===== config.mk =====
export PLATFORM = sky130hd
export DESIGN_NAME = rcc_sampler_flat
export DESIGN_NICKNAME = d
export VERILOG_FILES = /design/src/rtl/rcc_pkg.sv /design/src/rtl/rcc_sampler_if.sv /design/src/rtl/rcc_in_pipe.sv /design/src/rtl/rcc_sampler.sv /design/src/flat_wrapper.sv
export SDC_FILE = /design/constraint.sdc
export NUM_CORES = 1
export LEC_CHECK = 0
export BUFFER_PORTS_ARGS = -buffer_cell sky130_fd_sc_hd__buf_2
export CAP_MARGIN = 40
export CORE_MARGIN = 2
export CORE_UTILIZATION = 35
export DETAILED_ROUTE_END_ITERATION = 10
export GPL_ROUTABILITY_DRIVEN = 0
export PLACE_DENSITY_LB_ADDON = 0.3
export SYNTH_ARGS = -nofsm -noshare
export SYNTH_HDL_FRONTEND = slang
export SYNTH_SLANG_ARGS = --single-unit

===== constraint.sdc =====
create_clock -name clk -period 4.78 [get_ports clk]
set_clock_uncertainty 0.05 [all_clocks]
set_input_delay 0.717 -clock clk [delete_from_list [all_inputs] [get_ports clk]]
set_output_delay 0.717 -clock clk [all_outputs]
set_load 0.05 [all_outputs]

===== src/rtl/rcc_pkg.sv =====
// Shared definitions for the ripple-counter sampler: FSM encoding and the
// default counter width shared with the ripple counter itself.
package rcc_pkg;

   localparam int unsigned DEFAULT_WIDTH = 16;

   typedef logic [1:0] state_t;

   localparam state_t IDLE   = 2'd0;
   localparam state_t SAMPLE = 2'd1;
   localparam state_t VALID  = 2'd2;

endpackage


===== src/rtl/rcc_sampler_if.sv =====
// Request/result bundle between a requester and rcc_sampler. The master drives
// the raw count, the request and the ready; the sampler answers with the snapshot.
interface rcc_sampler_if
   import rcc_pkg::*;
#(
   parameter int unsigned WIDTH = DEFAULT_WIDTH
);

   logic [WIDTH-1:0] cnt_in;
   logic             req;
   logic             busy;
   logic [WIDTH-1:0] snap;
   logic [WIDTH-1:0] delta;
   logic             err;
   logic             snap_valid;
   logic             snap_ready;

   modport master (
      output cnt_in, req, snap_ready,
      input  busy, snap, delta, err, snap_valid
   );

   modport slave (
      input  cnt_in, req, snap_ready,
      output busy, snap, delta, err, snap_valid
   );

endinterface


===== src/rtl/rcc_in_pipe.sv =====
// Free-running two-stage capture of the asynchronous ripple count; the two
// stages are compared downstream to reject values caught mid-ripple.
module rcc_in_pipe
   import rcc_pkg::*;
#(
   parameter int unsigned WIDTH = DEFAULT_WIDTH
) (
   input  logic             clk,
   input  logic             reset,
   input  logic [WIDTH-1:0] cnt_in,
   output logic [WIDTH-1:0] cnt_q,
   output logic [WIDTH-1:0] cnt_qq
);

   always_ff @(posedge clk or negedge reset) begin
      if (!reset) begin
         cnt_q  <= '0;
         cnt_qq <= '0;
      end else begin
         cnt_q  <= cnt_in;
         cnt_qq <= cnt_q;
      end
   end

endmodule


===== src/rtl/rcc_sampler.sv =====
// Captures a settled ripple-counter value on request, reports it with the
// modular delta to the previous good capture, or flags err if it never settles.
module rcc_sampler
   import rcc_pkg::*;
#(
   parameter int unsigned WIDTH     = DEFAULT_WIDTH,
   parameter int unsigned MAX_TRIES = 4
) (
   input logic          clk,
   input logic          reset,
   rcc_sampler_if.slave bus
);

   localparam int unsigned TRIES_W = $clog2(MAX_TRIES + 1);
   localparam logic [TRIES_W-1:0] LAST_TRY = TRIES_W'(MAX_TRIES - 1);

   logic [WIDTH-1:0]   cnt_q, cnt_qq;
   state_t             state_q, state_d;
   logic [TRIES_W-1:0] tries_q, tries_d;
   logic [WIDTH-1:0]   snap_q, snap_d;
   logic [WIDTH-1:0]   delta_q, delta_d;
   logic [WIDTH-1:0]   prev_q, prev_d;
   logic               err_q, err_d;
   logic               stable;
   logic               last_try;

   rcc_in_pipe #(
      .WIDTH (WIDTH)
   ) u_in_pipe (
      .clk    (clk),
      .reset  (reset),
      .cnt_in (bus.cnt_in),
      .cnt_q  (cnt_q),
      .cnt_qq (cnt_qq)
   );

   // Two consecutive samples agreeing means the ripple had settled.
   assign stable   = (cnt_q == cnt_qq);
   assign last_try = (tries_q == LAST_TRY);

   always_ff @(posedge clk or negedge reset) begin
      if (!reset) begin
         state_q <= IDLE;
      end else begin
         state_q <= state_d;
      end
   end

   always_comb begin
      state_d = state_q;
      unique case (state_q)
         IDLE:    if (bus.req) state_d = SAMPLE;
         SAMPLE:  if (stable || last_try) state_d = VALID;
         VALID:   if (bus.snap_ready) state_d = IDLE;
         default: state_d = IDLE;
      endcase
   end

   always_comb begin
      bus.busy       = (state_q != IDLE);
      bus.snap_valid = (state_q == VALID);
   end

   always_comb begin
      tries_d = tries_q;
      snap_d  = snap_q;
      delta_d = delta_q;
      prev_d  = prev_q;
      err_d   = err_q;
      unique case (state_q)
         IDLE: begin
            if (bus.req) tries_d = '0;
         end
         SAMPLE: begin
            if (stable) begin
               snap_d  = cnt_q;
               delta_d = cnt_q - prev_q;
               prev_d  = cnt_q;
               err_d   = 1'b0;
            end else if (last_try) begin
               err_d = 1'b1;
            end else begin
               tries_d = tries_q + 1'b1;
            end
         end
         default: ;
      endcase
   end

   always_ff @(posedge clk or negedge reset) begin
      if (!reset) begin
         tries_q <= '0;
         snap_q  <= '0;
         delta_q <= '0;
         prev_q  <= '0;
         err_q   <= 1'b0;
      end else begin
         tries_q <= tries_d;
         snap_q  <= snap_d;
         delta_q <= delta_d;
         prev_q  <= prev_d;
         err_q   <= err_d;
      end
   end

   assign bus.snap  = snap_q;
   assign bus.delta = delta_q;
   assign bus.err   = err_q;

endmodule


===== src/flat_wrapper.sv =====
// flat-port wrapper written by rule: the top's interface ports become plain ports
module rcc_sampler_flat import rcc_pkg::*;
#(
   parameter int unsigned WIDTH     = DEFAULT_WIDTH,
   parameter int unsigned MAX_TRIES = 4
)
  (clk, reset, bus_cnt_in, bus_req, bus_snap_ready, bus_busy, bus_snap, bus_delta, bus_err, bus_snap_valid);
  rcc_sampler_if #(.WIDTH(WIDTH)) bus_i ();
  input logic clk;
  input logic reset;
  input wire logic [$bits(bus_i.cnt_in)-1:0] bus_cnt_in;
  input wire logic [$bits(bus_i.req)-1:0] bus_req;
  input wire logic [$bits(bus_i.snap_ready)-1:0] bus_snap_ready;
  output wire logic [$bits(bus_i.busy)-1:0] bus_busy;
  output wire logic [$bits(bus_i.snap)-1:0] bus_snap;
  output wire logic [$bits(bus_i.delta)-1:0] bus_delta;
  output wire logic [$bits(bus_i.err)-1:0] bus_err;
  output wire logic [$bits(bus_i.snap_valid)-1:0] bus_snap_valid;
  assign bus_i.cnt_in = bus_cnt_in;
  assign bus_i.req = bus_req;
  assign bus_i.snap_ready = bus_snap_ready;
  assign bus_busy = bus_i.busy;
  assign bus_snap = bus_i.snap;
  assign bus_delta = bus_i.delta;
  assign bus_err = bus_i.err;
  assign bus_snap_valid = bus_i.snap_valid;
  rcc_sampler #(.WIDTH(WIDTH), .MAX_TRIES(MAX_TRIES)) u_core (.clk(clk), .reset(reset), .bus(bus_i));
endmodule

==> results of run 1 <==
-- layer usage --
metal / vias to the layer above / share of wire / track usage
met3: 6 / 0.052 / 0.0430
li1: 1137 / - / -
met4: 0 / 0.013 / 0.0411
met2: 63 / 0.44 / 0.199
met1: 1058 / 0.49 / 0.198
met5: - / 0 / 0
-- final cells by class --
type,count,area share
Clock buffer,9,0.0320
Timing Repair Buffer,56,0.0736
Sequential cell,70,0.452
Multi-Input combinational cell,193,0.354
Inverter,22,0.0213
Tap cell,111,0.0359
Clock inverter,7,0.0310
-- synthesized netlist by cell type --
library cell / n / area share
dfrtp_1: 70 / 0.54
nand2_1: 30 / 0.035
o21ai_0: 25 / 0.038
inv_1: 22 / 0.025
xor2_1: 21 / 0.056
ha_1: 17 / 0.065
mux2_2: 14 / 0.048
a21oi_1: 13 / 0.020
nor2_1: 12 / 0.014
clkbuf_1: 6 / 0.0069
nand2b_1: 6 / 0.012
xnor2_1: 6 / 0.016
nor4_1: 5 / 0.0096
a211oi_1: 4 / 0.0092
o211ai_1: 4 / 0.0092
buf_6: 3 / 0.010
nor3_1: 3 / 0.0046
o311ai_0: 3 / 0.0081
o31ai_1: 3 / 0.0069
a2111oi_0: 2 / 0.0054
a21o_1: 2 / 0.0046
nand3_1: 2 / 0.0031
nand4_1: 2 / 0.0038
nor2b_1: 2 / 0.0038
or2_2: 2 / 0.0038
a2111o_1: 1 / 0.0035
a21boi_0: 1 / 0.0023
a221o_1: 1 / 0.0031
a22o_1: 1 / 0.0027
and3_1: 1 / 0.0019
fa_1: 1 / 0.0061
nand3b_1: 1 / 0.0023
nor3b_1: 1 / 0.0023
o2111a_1: 1 / 0.0035
o211a_1: 1 / 0.0031
o21a_1: 1 / 0.0023
o21ai_1: 1 / 0.0015
o22a_1: 1 / 0.0027
o41ai_2: 1 / 0.0050
or2_1: 1 / 0.0019
-- path summary, 6_finish.rpt --
check,startpoint,to,slack (ns),cells past startpoint
worst min register to register,u_core.u_in_pipe.cnt_q[0]$_DFF_PN0_,u_core.u_in_pipe.cnt_qq[0]$_DFF_PN0_,0.39,0
max in group asynchronous,reset,u_core.bus.snap[7]$_DFFE_PN0P_,3.36,2
min in group clk,u_core.u_in_pipe.cnt_q[0]$_DFF_PN0_,u_core.u_in_pipe.cnt_qq[0]$_DFF_PN0_,0.39,0
worst max register to register,u_core.u_in_pipe.cnt_q[4]$_DFF_PN0_,u_core.bus.delta[12]$_DFFE_PN0P_,2.19,6
worst min-delay path,reset,u_core.bus.snap[1]$_DFFE_PN0P_,0.35,1
worst max-delay path,u_core.u_in_pipe.cnt_q[4]$_DFF_PN0_,u_core.bus.delta[12]$_DFFE_PN0P_,2.19,6
-- metrics by stage --
stage	cells	setup slack, ns
3_5_place_dp	452	2.15
3_3_place_gp	452	2.21
6_report	468	2.19
4_1_cts	468	2.13
2_1_floorplan	294	2.38
5_1_grt	468	1.99
-- cells by family after synthesis --
family,share of synthesized area
AO/OA/AOI/OAI,0.131
XOR/XNOR,0.0725
adder cells (fa/ha/maj),0.0713
buffers and inverters,0.0426
flip-flops,0.537
multiplexers,0.0483
AND/OR/NAND/NOR,0.0970
-- cells in the final DEF (no fill, tap or decap), types with 2 or more instances in the layout --
cell	count
a21o_1	2
or2_2	2
o211ai_1	4
a21oi_1	13
ha_1	17
nor2_1	12
nand4_1	2
xnor2_1	6
dfrtp_1	70
buf_2	54
bufinv_16	3
nor3_1	3
buf_4	2
a2111oi_0	2
nand3_1	2
a211oi_1	4
o311ai_0	3
nand2_1	30
mux2_2	14
xor2_1	21
nand2b_1	6
nor2b_1	2
clkbuf_8	9
o31ai_1	3
nor4_1	5
o21ai_0	25
inv_1	22
-- registers in the layout, summed over array words and instances, names as in the netlist --
| name | flops |
|---|---|
| u_core.bus.snap | 16 |
| u_core.bus.err | 1 |
| u_core.tries_q | 3 |
| u_core.u_in_pipe.cnt_qq | 16 |
| u_core.bus.delta | 16 |
| u_core.u_in_pipe.cnt_q | 16 |
| u_core.state_q | 2 |
-- report_power, final --
part	switching (µW)	leakage (µW)	internal (µW)
registers	39.3	0.000892	628
logic	132	0.000861	81.7
clock network	227	0.000120	348
==> metrics.csv, run 1 <==
stage,metric,value,unit
detailed_routing,DR vias/cell,4.84,
detailed_routing,Remaining DRCs,0,
min_path,Hold WC Path Type,in -> async,
clock_network,CTS Hold Bufs,0,
timing,final period utilization,0.541,
clock_network,cts repair resizes,0,
timing,Final Hold Viols,0,
grt,grt ovf,0,
clock_network,"Setup Fix Bufs, Post-CTS",0,
floorplanning,chip width,101,µm
final_layout,"Net count, final",390,
run_status,status,"finished, final reports clean",
power,Max VDD drop,0.157,mV
synthesis,synth warn,0,
timing,Slew @ Worst Pin,0.690,ns
run,max-cap violations,0,
clock_network,TritonCTS Buffers,9,
setup_path,Setup CP Type,reg -> reg,
timing,unrepaired setup endpoints after global routing,false,
synthesis,"Avg Cell Area, Syn",11.1,µm²
setup_path,Critical Path Start Type,register,
placement,# port buffers,54,
final_layout,fraction of layout cells with a size suffix above 1,0.249,
synthesis,synth unique cells,40,
synthesis,Synth Cell Area,0.00326,mm²
timing,Setup Viol. Count Final,0,
synthesis,cells after synthesis,294,
clock_network,clk_lat worst skew,0.34,ns
final_layout,Final Util,0.423,
grt,largest net degree at the start of global routing,43,
detailed_routing,drt wl/cell,14.0,µm
final_layout,Reg area,0.00175,mm²
final_layout,ANT cells,0,
grt,antenna violations before repair,0,
clock_network,CTS Buffer Depth,2,
synthesis,Synthesized Nets,332,
power,Overall Power,1460,µW
power,P per Cell Area,376,mW/mm²
clock_network,Root Driver,clkbuf_8,
setup_path,WP data arrival,2.77,ns
grt,first-pass GRT wire length,10600,µm
setup_path,Critical-path top delay cell,dfrtp_1,
timing,hold_ws,0.354,ns
timing,max-slew violation count,0,
detailed_routing,DRT iter0 DRCs,170,
setup_path,CP cell instances,"xor2_1, nor4_1, nand4_1, or2_1, buf_4, o41ai_2",
setup_path,CP Capture Type,register,
timing,FMAX,0.387,GHz
floorplanning,Die ar.,0.0101,mm²
final_layout,area grow syn2layout,18.8,%
power,standby leakage power,0.00187,µW
final_layout,area taken by multi-input logic gates,0.00137,mm²
floorplanning,Die Y-Extent,101,µm
timing,final critical-path required period,2.59,ns
detailed_routing,final wirelength,6570,µm
clock_network,H-tree depth,3,
synthesis,Yosys reg bits,70,
detailed_routing,via count,2264,
floorplanning,initial core utilization,0.356,
timing,Rel. slew slack,0.540,
floorplanning,core area,0.00915,mm²
detailed_routing,DR pass1 iterations,4,
floorplanning,IO Pins,55,
detailed_routing,Routed Antenna Nets,0,
grt,Tot GR Track Use,0.138,
timing,Fin Setup TNS,0,ns
clock_network,CTS Sinks,70,
clock_network,CTS tree,done,
floorplanning,# rows,35,
final_layout,# fillers,886,
placement,DP Area,0.00363,mm²
setup_path,family with the most delay on the worst path,simple AND/OR/NAND/NOR gates,
setup_path,CP peak stage delay,0.45,ns
grt,vias in the first global route,2146,
setup_path,Crit path buffers/inverters,1,
setup_path,WP data required,4.97,ns
setup_path,Crit Path Max Fanout,42,
synthesis,"Seq/Total Area, Yosys",0.537,
placement,post-DP HPWL,4950,µm
clock_network,clk slew on worst S/H paths,0.08,ns
final_layout,Final Cell Area,0.00387,mm²
Note: power is estimated with default switching activity, not from simulation.
==> run 2, diff against run 1 <==
==> constraint.sdc (replaced) <==
create_clock -name clk -period 2.25 [get_ports clk]
set_clock_uncertainty 0.05 [all_clocks]
set_input_delay 0.3375 -clock clk [delete_from_list [all_inputs] [get_ports clk]]
set_output_delay 0.3375 -clock clk [all_outputs]
set_load 0.05 [all_outputs]
==> metrics.csv, run 2 (synthesized netlist as in run 1, its figures left out) <==
stage,metric,value,unit
run_status,status,"finished, final reports clean",
final_layout,ANT cells,0,
min_path,hold_sp,bus_cnt_in[2],
grt,Tot GR Track Use,0.145,
timing,FMAX,0.464,GHz
clock_network,TritonCTS Buffers,9,
power,Max VDD drop,0.301,mV
floorplanning,core area,0.00915,mm²
timing,Slew @ Worst Pin,0.370,ns
setup_path,CP peak stage delay,0.44,ns
final_layout,area grow syn2layout,22.9,%
detailed_routing,final wirelength,6820,µm
timing,final critical-path required period,2.16,ns
placement,placed instance count,459,
setup_path,worst-case reg-to-reg path depth,6,
placement,post-DP HPWL,5050,µm
timing,Setup Viol. Count Final,0,
power,P per Cell Area,733,mW/mm²
timing,Fin Setup TNS,0,ns
detailed_routing,drt wl/cell,14.2,µm
clock_network,CTS Buffer Depth,2,
clock_network,CTS tree,done,
timing,final setup margin,0.0936,ns
timing,unrepaired setup endpoints after global routing,true,
setup_path,WP data required,2.42,ns
timing,max-slew violation count,0,
final_layout,Final Util,0.438,
grt,antenna violations before repair,0,
setup_path,Critical-path top delay cell,dfrtp_1,
detailed_routing,DRT iter0 DRCs,139,
clock_network,H-tree depth,3,
min_path,hold-critical path depth,1,
clock_network,CTS Sinks,70,
timing,Rel. slew slack,0.747,
final_layout,"Net count, final",401,
setup_path,WP data arrival,2.33,ns
setup_path,Critical Path Start Type,register,
placement,post-place setup slack,0.00486,ns
run,max-cap violations,0,
setup_path,CP Capture Type,register,
power,standby leakage power,0.00191,µW
grt,largest net degree at the start of global routing,40,
grt,vias in the first global route,2269,
final_layout,"commonest non-fill, non-tap cell in the layout",dfrtp_1,
grt,grt ovf,0,
floorplanning,IO Pins,55,
min_path,Hold WC Path Type,in -> reg,
detailed_routing,via count,2289,
floorplanning,initial core utilization,0.356,
floorplanning,# rows,35,
placement,# port buffers,54,
timing,Final Hold Viols,0,
timing,hold_ws,0.0441,ns
grt,first-pass GRT wire length,11400,µm
setup_path,Crit Path Max Fanout,5,
setup_path,Setup CP Type,reg -> reg,
setup_path,FF-to-FF Start,u_core.u_in_pipe.cnt_q[7]$_DFF_PN0_,
setup_path,R2R Setup Slk,0.09,ns
final_layout,fraction of layout cells with a size suffix above 1,0.310,
floorplanning,Die ar.,0.0101,mm²
floorplanning,chip width,101,µm
final_layout,# fillers,884,
setup_path,Worst Setup SP,u_core.u_in_pipe.cnt_q[7]$_DFF_PN0_,
detailed_routing,Remaining DRCs,0,
clock_network,clk_lat worst skew,0.34,ns
final_layout,most frequent cells in the layout,"dfrtp_1 (66), buf_2 (54), nand2_1 (30)",
final_layout,"Cell Count, Final, Fillers Out",479,
timing,final period utilization,0.958,
clock_network,Root Driver,clkbuf_8,
detailed_routing,Routed Antenna Nets,0,
detailed_routing,DR vias/cell,4.78,
detailed_routing,DR pass1 iterations,4,
clock_network,clk slew on worst S/H paths,0.08,ns
setup_path,CP cell instances,"ha_1, a2111o_1, o21ai_2, o21ai_1, a2111oi_2, nor2_1",
floorplanning,Die Y-Extent,101,µm
run 2: final cells by class:
type	count	area (µm²)	share of cell area
inverter	22	82.6	0.0206
clock inverter	7	77.6	0.0194
multi-input combinational	193	1430	0.357
tap	111	139	0.0347
clock buffer	9	124	0.0309
sequential	70	1760	0.438
timing repair buffer	67	395	0.0987
run 2: worst paths after layout:
check                                                  endpoint
min                         u_core.u_in_pipe.cnt_q[2]$_DFF_PN0_
max                            u_core.bus.delta[14]$_DFFE_PN0P_
max in group asynchronous      u_core.bus.delta[14]$_DFFE_PN0P_
min in group asynchronous        u_core.bus.snap[1]$_DFFE_PN0P_
max reg2reg                    u_core.bus.delta[14]$_DFFE_PN0P_
min reg2reg                u_core.u_in_pipe.cnt_qq[4]$_DFF_PN0_
run 2: critical path, delay by kind of cell (launching register included):
family	cells	cell delay, ns
and+or+nand+nor	1	0.06
adders and majority gates	1	0.38
DFF	1	0.44
AOI/OAI and AO/OA	4	1.10
run 2: where the power goes:
group          switching, µW  leakage [µW]  total [µW]  internal (µW)
clock network            518      0.000101        1040            524
logic                    292      0.000927         480            188
registers               84.1      0.000886        1420           1330
total                    894       0.00191        2940           2050
run 2: routing by layer:
metal	routed length (µm)	vias up	global-route usage	share of wire
met1	3360	1061	0.214	0.49
met4	105	0	0.0558	0.015
met2	3070	54	0.210	0.45
met3	287	9	0.0284	0.042
met5	0	-	0	0
li1	-	1165	-	-
run 2: metrics by stage:
stage / total power, µW / cell area, µm²
2_1_floorplan: 1760 / 3270
3_3_place_gp: 1900 / 3720
3_5_place_dp: 1910 / 3720
4_1_cts: 2960 / 3970
5_1_grt: 3090 / 4010
6_report: 2940 / 4010
run 2: timing repair:
action                                 4_1_cts  5_1_grt
gates resized for setup                      2       11
hold buffers                                 1        0
endpoints found under the hold margin        7        0
setup endpoints to repair                    1        5
setup buffers                                3        0
pin swaps                                    1        2
==> run 3, diff against run 2 <==
--- a/config.mk
+++ b/config.mk
@@ -6,11 +6,11 @@
 export NUM_CORES = 1
 export LEC_CHECK = 0
 export BUFFER_PORTS_ARGS = -buffer_cell sky130_fd_sc_hd__buf_2
-export CAP_MARGIN = 40
 export CORE_MARGIN = 2
 export CORE_UTILIZATION = 35
 export DETAILED_ROUTE_END_ITERATION = 10
 export GPL_ROUTABILITY_DRIVEN = 0
+export GPL_TIMING_DRIVEN = 0
 export PLACE_DENSITY_LB_ADDON = 0.3
 export SYNTH_ARGS = -nofsm -noshare
 export SYNTH_HDL_FRONTEND = slang
==> constraint.sdc (replaced) <==
create_clock -name clk -period 1.8 [get_ports clk]
set_clock_uncertainty 0.05 [all_clocks]
set_input_delay 0.27 -clock clk [delete_from_list [all_inputs] [get_ports clk]]
set_output_delay 0.27 -clock clk [all_outputs]
set_load 0.05 [all_outputs]
==> metrics.csv, run 3 (synthesized netlist as in run 1, its figures left out) <==
stage,metric,value,unit
run_status,status,"finished, violations left",
run_status,failing checks,"hold timing, setup timing",
setup_path,Critical Path Start Type,register,
detailed_routing,DR vias/cell,4.99,
detailed_routing,final wirelength,7520,µm
grt,grt ovf,0,
clock_network,H-tree depth,3,
detailed_routing,DR pass1 iterations,4,
floorplanning,initial core utilization,0.356,
min_path,Hold WC Path Type,in -> async,
setup_path,Reg2Reg Capture Point,u_core.bus.snap[10]$_DFFE_PN0P_,
detailed_routing,DRT iter0 DRCs,117,
clock_network,CTS tree,done,
clock_network,TritonCTS Buffers,9,
floorplanning,Die ar.,0.0101,mm²
timing,unrepaired setup endpoints after global routing,true,
setup_path,WP data arrival,2.32,ns
setup_path,CP Capture Type,register,
grt,largest net degree at the start of global routing,71,
setup_path,Setup CP Type,reg -> reg,
detailed_routing,Remaining DRCs,0,
grt,vias in the first global route,2458,
final_layout,ANT cells,0,
placement,# port buffers,54,
final_layout,most frequent cells in the layout,"buf_2 (53), dfrtp_1 (53), nand2_1 (29)",
clock_network,Root Driver,clkbuf_8,
final_layout,area grow syn2layout,39.9,%
floorplanning,IO Pins,55,
detailed_routing,drt wl/cell,15.0,µm
clock_network,clk_lat worst skew,0.34,ns
clock_network,clk slew on worst S/H paths,0.08,ns
setup_path,R2R Setup Slk,-0.35,ns
detailed_routing,via count,2501,
detailed_routing,Routed Antenna Nets,0,
setup_path,WP data required,1.97,ns
run,max-cap violations,0,
timing,final critical-path required period,2.15,ns
timing,Fin Setup TNS,-9.66,ns
setup_path,worst-case reg-to-reg path depth,7,
timing,Setup Viol. Count Final,38,
floorplanning,Die Y-Extent,101,µm
grt,first-pass GRT wire length,12000,µm
final_layout,# fillers,825,
power,P per Cell Area,866,mW/mm²
timing,FMAX,0.466,GHz
grt,Tot GR Track Use,0.156,
placement,post-DP HPWL,5240,µm
floorplanning,core area,0.00915,mm²
power,Max VDD drop,0.364,mV
floorplanning,chip width,101,µm
timing,Rel. slew slack,0.415,
placement,DP Area,0.00386,mm²
clock_network,CTS Sinks,70,
timing,Final Hold Viols,25,
setup_path,FF-to-FF Start,u_core.u_in_pipe.cnt_q[6]$_DFF_PN0_,
final_layout,"Net count, final",423,
timing,Slew @ Worst Pin,0.877,ns
clock_network,CTS Buffer Depth,2,
final_layout,fraction of layout cells with a size suffix above 1,0.431,
setup_path,Crit Path Max Fanout,10,
power,standby leakage power,0.00206,µW
floorplanning,# rows,35,
timing,final period utilization,1.19,
timing,hold_ws,-0.0208,ns
grt,antenna violations before repair,0,
timing,final setup margin,-0.348,ns
timing,max-slew violation count,0,
final_layout,Final Cell Area,0.00456,mm²
-- run 3: changes by cell type in the layout (fill, tap and decap cells not counted), sizes merged --
| cell | previous run | this run |
|---|---|---|
| buf | 66 | 72 |
| inv | 25 | 23 |
| bufinv | 1 | 2 |
| dlygate4sd3 | 1 | 16 |
| clkbuf | 9 | 11 |
-- run 3: critical path, stage by stage, from the launching register on --
cell	delay, ns
dfrtp_2	0.44
xor2_2	0.20
nor4_4	0.35
nand4_1	0.18
or2_1	0.25
buf_6	0.16
buf_12	0.15
mux2_2	0.26
-- run 3: power by group --
part	switching (µW)	total (µW)	internal (µW)
Sequential	109	1780	1670
Clock	611	1440	827
Combinational	412	739	326
Total	1130	3950	2820
-- run 3: how the worst max path moves through the flow --
stage | cells after the start | slack [ns] | to | startpoint
6_report | 7 | -0.35 | u_core.bus.snap[10]$_DFFE_PN0P_ | u_core.u_in_pipe.cnt_q[6]$_DFF_PN0_
5_1_grt | 8 | -0.42 | u_core.bus.delta[12]$_DFFE_PN0P_ | u_core.u_in_pipe.cnt_q[0]$_DFF_PN0_
4_1_cts | 7 | -0.36 | u_core.bus.snap[10]$_DFFE_PN0P_ | u_core.u_in_pipe.cnt_q[6]$_DFF_PN0_
3_5_place_dp | 7 | -0.67 | u_core.bus.delta[12]$_DFFE_PN0P_ | u_core.u_in_pipe.cnt_q[12]$_DFF_PN0_
3_3_place_gp | 7 | -0.66 | u_core.bus.delta[12]$_DFFE_PN0P_ | u_core.u_in_pipe.cnt_q[1]$_DFF_PN0_
2_1_floorplan | 7 | -0.32 | u_core.bus.delta[14]$_DFFE_PN0P_ | u_core.bus.snap[7]$_DFFE_PN0P_
-- run 3: cell type report --
type	instances	area [µm²]	share of cell area
inverter	22	82.6	0.0181
clock inverter	6	93.8	0.0206
buffer	5	76.3	0.0167
multi-input combinational	193	1670	0.365
sequential	70	1770	0.388
tap	111	139	0.0304
clock buffer	10	138	0.0302
timing repair buffer	84	594	0.130
-- run 3: timing repair --
action,in CTS,in global routing
cloned,1,0
hold endpoints to repair,16,0
setup endpoints to repair,38,40
resized for setup,33,18
hold buffers,16,0
setup buffers,10,3
pin swaps,17,1
-- run 3: stage by stage --
step	cells	hold WS (ns)	power, µW	utilization	setup WS (ns)
6_report	501	-0.0208	3950	0.499	-0.348
5_1_grt	501	0.0553	4160	0.499	-0.421
4_1_cts	500	0.0215	3990	0.490	-0.358
3_5_place_dp	459	0.329	2410	0.422	-0.667
3_3_place_gp	459	0.329	2390	0.422	-0.661
2_1_floorplan	294	-0.0756	2230	-	-0.319
-- run 3: layer usage --
layer,GRT usage,vias up,share of wire
met4,0.0780,0,0.020
met3,0.0333,15,0.049
li1,-,1201,-
met5,0,-,0
met2,0.243,80,0.47
met1,0.206,1205,0.46
